<file path="src/rtl/mult_booth.sv">
// Signed 32x32 multiplier, radix-4 Booth, one digit per clock over 16 cycles.
// Also holds the carry-lookahead adder used for partial-product accumulation.

module cla #(
    parameter int WIDTH = 34
) (
    input  logic [WIDTH-1:0] a,
    input  logic [WIDTH-1:0] b,
    input  logic             cin,
    output logic [WIDTH-1:0] sum
);

    logic [WIDTH-1:0] gen;
    logic [WIDTH-1:0] prop;
    logic [WIDTH-1:0] carry;

    // Carries inside each 4-bit group are expanded as sum-of-products from the
    // group's incoming carry; group carries chain from one group to the next.
    always_comb begin : carry_tree
        int   base;
        logic gacc;
        logic pacc;
        gen      = a & b;
        prop     = a ^ b;
        carry    = '0;
        carry[0] = cin;
        for (int i = 1; i < WIDTH; i++) begin
            base = ((i - 1) / 4) * 4;
            gacc = 1'b0;
            pacc = 1'b1;
            for (int j = i - 1; j >= base; j--) begin
                gacc = gacc | (pacc & gen[j]);
                pacc = pacc & prop[j];
            end
            carry[i] = gacc | (pacc & carry[base]);
        end
        sum = prop ^ carry;
    end

endmodule

module mult_booth (
    input  logic        clock,
    input  logic        reset,
    input  logic        ctrl_MULT,
    input  logic [31:0] data_operandA,
    input  logic [31:0] data_operandB,
    output logic [31:0] data_result,
    output logic        data_exception,
    output logic        data_resultRDY,
    output logic        busy
);

    typedef enum logic {
        IDLE,
        RUN
    } state_t;

    state_t      state;
    state_t      state_next;
    logic        load;
    logic        step;
    logic        done;

    logic [31:0] mcand;
    logic [33:0] acc;
    logic [31:0] low;
    logic        guard;
    logic [3:0]  count;

    logic [33:0] addend;
    logic        carry_in;
    logic [33:0] sum;
    logic [33:0] acc_next;
    logic [31:0] low_next;

    always_ff @(posedge clock) begin
        if (reset) state <= IDLE;
        else       state <= state_next;
    end

    // A start request always wins, even on the cycle that would otherwise finish.
    always_comb begin
        state_next = state;
        load       = 1'b0;
        step       = 1'b0;
        done       = 1'b0;
        if (ctrl_MULT) begin
            load       = 1'b1;
            state_next = RUN;
        end else if (state == RUN) begin
            step = 1'b1;
            if (count == 4'd15) begin
                done       = 1'b1;
                state_next = IDLE;
            end
        end
    end

    // Negative multiples come from the inverted operand plus the adder's carry-in.
    always_comb begin
        addend   = '0;
        carry_in = 1'b0;
        case ({low[1:0], guard})
            3'b001, 3'b010: addend = {{2{mcand[31]}}, mcand};
            3'b011:         addend = {mcand[31], mcand, 1'b0};
            3'b100: begin
                addend   = ~{mcand[31], mcand, 1'b0};
                carry_in = 1'b1;
            end
            3'b101, 3'b110: begin
                addend   = ~{{2{mcand[31]}}, mcand};
                carry_in = 1'b1;
            end
            default: addend = '0;
        endcase
    end

    cla #(.WIDTH(34)) u_cla (
        .a   (acc),
        .b   (addend),
        .cin (carry_in),
        .sum (sum)
    );

    assign acc_next = {{2{sum[33]}}, sum[33:2]};
    assign low_next = {sum[1:0], low[31:2]};

    always_ff @(posedge clock) begin
        if (reset) begin
            mcand          <= '0;
            acc            <= '0;
            low            <= '0;
            guard          <= 1'b0;
            count          <= '0;
            data_result    <= '0;
            data_exception <= 1'b0;
            data_resultRDY <= 1'b0;
        end else begin
            data_resultRDY <= done;
            if (load) begin
                mcand <= data_operandA;
                acc   <= '0;
                low   <= data_operandB;
                guard <= 1'b0;
                count <= '0;
            end else if (step) begin
                acc   <= acc_next;
                low   <= low_next;
                guard <= low[1];
                count <= count + 4'd1;
            end
            // Upper product word must be a pure sign extension of the low word.
            if (done) begin
                data_result    <= low_next;
                data_exception <= (acc_next[31:0] != {32{low_next[31]}});
            end
        end
    end

    assign busy = (state == RUN);

endmodule

</file>
<file path="config.mk">
export PLATFORM = sky130hd
export DESIGN_NAME = mult_booth
export DESIGN_NICKNAME = d
export VERILOG_FILES = /design/src/rtl/mult_booth.sv
export SDC_FILE = /design/constraint.sdc
export NUM_CORES = 1
export LEC_CHECK = 0
export BUFFER_PORTS_ARGS = -buffer_cell sky130_fd_sc_hd__buf_2
export CELL_PAD_IN_SITES_DETAIL_PLACEMENT = 0
export CELL_PAD_IN_SITES_GLOBAL_PLACEMENT = 2
export CORE_MARGIN = 2
export CORE_UTILIZATION = 36
export CTS_BUF_LIST = sky130_fd_sc_hd__clkbuf_2
export DETAILED_ROUTE_END_ITERATION = 16
export PLACE_DENSITY_LB_ADDON = 0.05
export SETUP_SLACK_MARGIN = 0.5
export SYNTH_ARGS = -nofsm -noshare
export SYNTH_HDL_FRONTEND = slang
export SYNTH_SLANG_ARGS = --single-unit
</file>
<file path="constraint.sdc">
create_clock -name clock -period 7 [get_ports clock]
set_input_delay 0.35 -clock clock [delete_from_list [all_inputs] [get_ports clock]]
set_output_delay 0.35 -clock clock [all_outputs]
set_load 0.02 [all_outputs]
</file>
Word-level counts from Yosys, hierarchy flattened:

Index checks and enable logic that the tools add are counted.

* $add $sub $neg: 1
* $mul: 0
* divide/modulo/power cells: 0
* $lt $le $gt $ge: 0
* equal/unequal tests: 8
* shift-type cells: 0
* mux-type cells: 13
* bitwise logic cells: 215
* reduce and logical (&&, ||, !) cells: 5

Operators by type and width (number)
* one-hot mux 34 bit (4 select lines): 1
* AND 1 bit: 129
* bitwise OR 1 bit: 81
* NOT 34 bit: 2
* bitwise XOR 34 bit: 2
* 2-to-1 mux 32 bit: 2
* AND 33 bit: 1
* != test 32 bit: 1
* 2-to-1 mux 1 bit: 10
* == test 3 bit (second input constant): 3
* == test 3 x 2 -> 1 bit (second input constant): 2
* OR reduction 2 bit: 3
* adder 4 x 1 -> 4 bit (second input constant): 1
* == test 4 bit (second input constant): 1
* == test 3 x 1 -> 1 bit (second input constant): 1
* OR reduction 3 bit: 1
* nonzero test 2 bit: 1

* flip-flop bits (word level): 136
* latch bits: 0
* memory bits (writable): 0
* memory bits (read-only): 0
* input bits: 67
* output and inout port bits: 35
* word-level logic and storage cells: 251
* memories: 0

Longest topological paths before layout:

* word-level depth: 28
* gate-level depth with buffers: 27
* gate-level depth less buffers: 24

Modules after synthesis:

A second synthesis with hierarchy kept.

* cells, all modules: 869
* area, all modules: 7375.8 sq um

Modules (own cells, without submodules)
* mult_booth: times used 1, cells each 710, area each 6039.5 sq um, seq. area each 2722.6 sq um
* cla: times used 1, cells each 159, area each 1336.3 sq um, seq. area each 0.0 sq um

Worst setup path before layout:

Ideal clock, no wire load.

* path type: register to register
* start point: reg low[1]
* end point: reg data_exception
* setup time: 129 ps
* data arrival time: 6302 ps
* required time: 6871 ps
* setup slack: 570 ps
* stages on the path, launching flop included: 25
* path buffers: 2
* period minus slack after synthesis: 6430 ps
* path through: dfxtp_1 > buf_1 > buf_1 > xor2_1 > a22oi_1 > o21ai_0 > ha_1 > a21o_1 > a21o_1 > a221oi_1 > o21ai_1 > o2bb2ai_1 > a21o_1 > or4b_2 > a31o_2 > fa_1 > nor4b_1 > nand4_1 > nor4b_1 > o211ai_1 > or4_1 > nor4_2 > nor2_1 > nor4b_2 > a31oi_1

* elaborated cells between the ends (all ways): 225
* classes of those cells: 7 x eq/ne; 2 x mux; 213 x bitwise; 3 x reduce/logical

RTL lines
* from (decl): RTL line 67 `logic [31:0] low;`
* from (signal assigned): RTL line 144 `low <= data_operandB;`
* from (signal assigned): RTL line 149 `low <= low_next;`
* == test 3 bit, or another cell as far along: RTL line 104 `case ({low[1:0], guard})`
* OR reduction 2 bit (on tied branches)
* one-hot mux 34 bit (4 select lines): RTL line 104
* bitwise XOR 34 bit / AND 33 bit (equally long branches): RTL line 24, 23
* AND 1 bit (on tied branches): RTL line 32, 33
* bitwise OR 1 bit, or another cell as far along (2 in series): RTL line 32 `gacc = gacc | (pacc & gen[j]);`
* bitwise OR 1 bit / AND 1 bit (equally long branches): RTL line 32, 35
* bitwise OR 1 bit: RTL line 35 `carry[i] = gacc | (pacc & carry[base]);`
* [9 not listed]
* bitwise OR 1 bit: RTL line 35
* AND 1 bit: RTL line 35
* bitwise OR 1 bit: RTL line 35
* AND 1 bit: RTL line 35
* bitwise OR 1 bit: RTL line 35
* bitwise XOR 34 bit (*): RTL line 37 `sum = prop ^ carry;`
* named net sum[32]: RTL line 73 `logic [33:0] sum;`
* != test 32 bit (*): RTL line 156 `data_exception <= (acc_next[31:0] != {32{low_next[31]}});`
* to (signal assigned): RTL line 156
* to (decl): RTL line 49 `output logic data_exception,`

The timed path passes the listed nets; every way through them passes the cells marked *.
A chain may end at the register's enable or synchronous reset.

Worst setup path in the final report:

* start point: reg guard
* end point: reg data_exception

* elaborated cells between the ends (all ways): 225
* classes of those cells: 7 x eq/ne; 2 x mux; 213 x bitwise; 3 x reduce/logical

RTL lines
* from (decl): RTL line 68 `logic guard;`
* from (signal assigned): RTL line 150 `guard <= low[1];`
* == test 3 bit, or another cell as far along: RTL line 104
* OR reduction 2 bit (on tied branches)
* one-hot mux 34 bit (4 select lines): RTL line 104
* bitwise XOR 34 bit / AND 33 bit (equally long branches): RTL line 24, 23
* AND 1 bit (on tied branches): RTL line 32, 33
* bitwise OR 1 bit, or another cell as far along (2 in series): RTL line 32
* bitwise OR 1 bit / AND 1 bit (equally long branches): RTL line 32, 35
* bitwise OR 1 bit: RTL line 35
* [9 not listed]
* bitwise OR 1 bit: RTL line 35
* AND 1 bit: RTL line 35
* bitwise OR 1 bit: RTL line 35
* AND 1 bit: RTL line 35
* bitwise OR 1 bit: RTL line 35
* bitwise XOR 34 bit (*): RTL line 37
* named net sum[32]: RTL line 73
* != test 32 bit (*): RTL line 156

Marked as above.

==> run_results.csv <==
group,metric,value,unit
yosys,ys.flop_type,"dfxtp_1",
yosys,synth_enable_flop_cells,0,
power,fin_total_pwr,1.66,mW
critical_path,required,7.61,ns
sta,final_min_period_over_clock_period,87.3,%
yosys,synth_top_cells_by_count,"162 x nor2_1, 136 x dfxtp_1, 89 x a21oi_1, 87 x mux2i_1, 79 x nand2_1",
finish,final_util,46.7,%
die,fp.dieW,150,um
die,core,0.0210,mm^2
clocking,cts_sinks,136,
yosys,synthArstFlopShare,0,%
power,powerDensity,169,mW/mm^2
global_routing,grt_max_degree,84,
die,num_rows,53,
die,die_height,150,um
sta,final_hold_viol_count,0,
yosys,synth_top_area_share,35.4,%
job,cap_violations,0,
placed_design,gp_congestion,0.825,
clocking,worstSkewPairLatency,0.73,ns
global_routing,use_met2,32.2,%
placed_design,dp_hpwl,14800,um
finish,syn2layout_area_growth,27.5,%
critical_path,cp_max_fo,16,
yosys,synth_top_area_cell,"dfxtp_1",
die,start_util,36.7,%
yosys,seq_area_frac_synth,35.4,%
route,drc,0,
sta,drv_slew,0,
clocking,htreeDepth,4,
critical_path,cp.arrival,6.73,ns
yosys,synth_cell_types,62,
global_routing,busiest_layer,"met2",
worst_hold_path,min_path_type,"input pin to register",
route,drt-initial-drc-count,323,
yosys,synth_seq_cells,136,
route,routed_wl,22700,um
finish,drive_gt1_share,17.1,%
status,outcome,"completed",
global_routing,grt_antenna_before_repair,1,
yosys,avgSynthCellArea,8.33,um^2
placed_design,pre_cts_slack,0.134,ns
global_routing,use_met3,2.91,%
clocking,numCtsBuffers,17,
placed_design,port-buffer-count,101,
clocking,path_clk_slew,0.26,ns
die,io-pin-count,102,
global_routing,grt_pass1_vias,6683,
die,dieArea,0.0225,mm^2
yosys,yosys_warnings,0,
yosys,netlist_area,0.00768,mm^2
finish,nets,1210,
yosys,syn_inst,923,
route,dr.pass1.iters,5,
power,vdd_drop_max,0.117,mV
critical_path,crit_path_start_kind,"register",
yosys,yosysMostFrequentCell,"nor2_1",
global_routing,grt_overflow,0,
route,routedWlPerCell,16.3,um
sta,skew,0.0340,ns
sta,setup_tns,0,ns
sta,setup_ws,0.886,ns
route,ant_nets,0,
critical_path,criticalPathCategory,"register to register",
route,routed_via_density,5.06,
global_routing,met1_usage,27.8,%
sta,rsz0062_at_grt,"false",
clocking,root_buffer,"clkbuf_2",
clocking,clock_path_buffers,2,
global_routing,grt_pass1_wl,35400,um
global_routing,grt_usage,20.0,%
route,dr_total_vias,7031,
yosys,synth_area_leaders,"dfxtp_1 35%, mux2i_1 11%, nor2_1 7.9%",
clocking,tritoncts,"yes",
sta,max_freq,0.164,GHz
power,leakage,4.31,nW
sta,tightest_slew,0.993,ns
yosys,synth_nets,1032,
sta,slew_headroom,33.8,%
finish,final_cell_area,0.00979,mm^2
sta,setup_violations,0,
sta,period_minus_slack,6.11,ns
critical_path,crit_path_end_kind,"register",
placed_design,placed_cell_area,0.00844,mm^2
[critical path, cell delays in order (launching register included)]
cell and delay [ns]:
dfxtp_4 0.43, xor2_4 0.19, buf_12 0.16, buf_4 0.14
a22oi_1 0.15, o21a_1 0.18, inv_1 0.05, ha_1 0.17
a21o_1 0.20, a21o_1 0.21, a221oi_2 0.31, o21ai_2 0.15
o2bb2ai_4 0.18, a21o_1 0.23, or4b_4 0.54, a31o_4 0.25
fa_1 0.57, nor4b_2 0.19, nand4_1 0.12, nor4b_2 0.30
o211ai_1 0.13, or4_4 0.45, nor4_4 0.30, nor2_1 0.09
nor4b_2 0.21, a31oi_1 0.11
[metrics by stage]
| step | hold slack, ns | std cells |
|---|---|---|
| 2_1_floorplan | 0.444 | 923 |
| 3_3_place_gp | 0.442 | 1255 |
| 3_5_place_dp | 0.445 | 1255 |
| 4_1_cts | 0.273 | 1381 |
| 5_1_grt | 0.284 | 1390 |
| 6_report | 0.350 | 1390 |
[sequential cells by signal, indices dropped and copies added (netlist names), 4 cells and up]
signal,cells
acc,32
data_result,32
low,32
mcand,32
count,4
[final cells by class]
class                      instances  area (um^2)
timing repair buffer             215         1620
clock buffer                      17         85.1
antenna                            1         2.50
inverter                          25         93.8
tap                              275          344
clock inverter                    15          129
sequential                       136         2740
multi-input combinational        706         4780
fill                            2141        11200
[layout by cell type, fill, tap and decap left out, types with 3 or more instances in the layout]
cell           instances
nand4_1                7
and3_1                 5
o21a_1                 5
nor3_1                 8
inv_1                 25
o41ai_1                3
dlygate4sd3_1         92
clkbuf_2              18
ha_1                  33
nor2_1               162
a21oi_1               88
mux2i_1               87
dfxtp_4                4
buf_4                 20
or3_1                  4
a21o_1                 9
a211oi_1              14
xnor2_1               16
buf_2                 99
nand2_1               79
nor2b_1                7
a22oi_1               29
nor4b_2                3
xor2_1                38
dfxtp_1              132
nand3_1                8
o21bai_1               3
inv_6                  9
a221oi_2               3
o21ai_0               32
and4_1                 3
fa_1                   9
[kinds of logic (layout without fill, tap and decap cells)]
logic type / Yosys count / after routing / synth area share [%]
flops: 136 / 136 / 35.4
mux: 88 / 88 / 11.5
other cells: 0 / 1 / 0
buf+inv: 83 / 272 / 4.07
xor+xnor: 55 / 55 / 6.27
compound gates: 213 / 213 / 17.5
simple gates: 306 / 308 / 17.5
fa+ha+maj: 42 / 42 / 7.72
[repair_timing]
item                                    4_1_cts  5_1_grt
endpoints found under the setup margin        1        1
buffers inserted                              2        6
cloned                                        0        2
resized for setup                             6       21
hold buffers                                 92        0
pin swaps                                     1       13
endpoints found under the hold margin        78        0
[metal layers]
layer / vias up / routed length [um]
li1: 3596 / -
met1: 3288 / 11300
met2: 125 / 10300
met3: 22 / 739
met4: 0 / 373
met5: - / 0
[power by group]
part	leakage (nW)	switching [mW]	total, mW	internal, mW
registers	1.11	0.0332	0.837	0.804
clock network	0.129	0.355	0.463	0.108
logic	3.06	0.188	0.355	0.167
[worst paths after layout]
check	start	to	slack (ns)	cells after the start
worst min register to register	low[15]	data_result[13]	0.45	2
worst min-delay path	data_operandB[10]	low[10]	0.35	4
worst max register to register	guard	data_exception	0.89	25
worst max-delay path	guard	data_exception	0.89	25
Power figures use the tool's default switching activity.
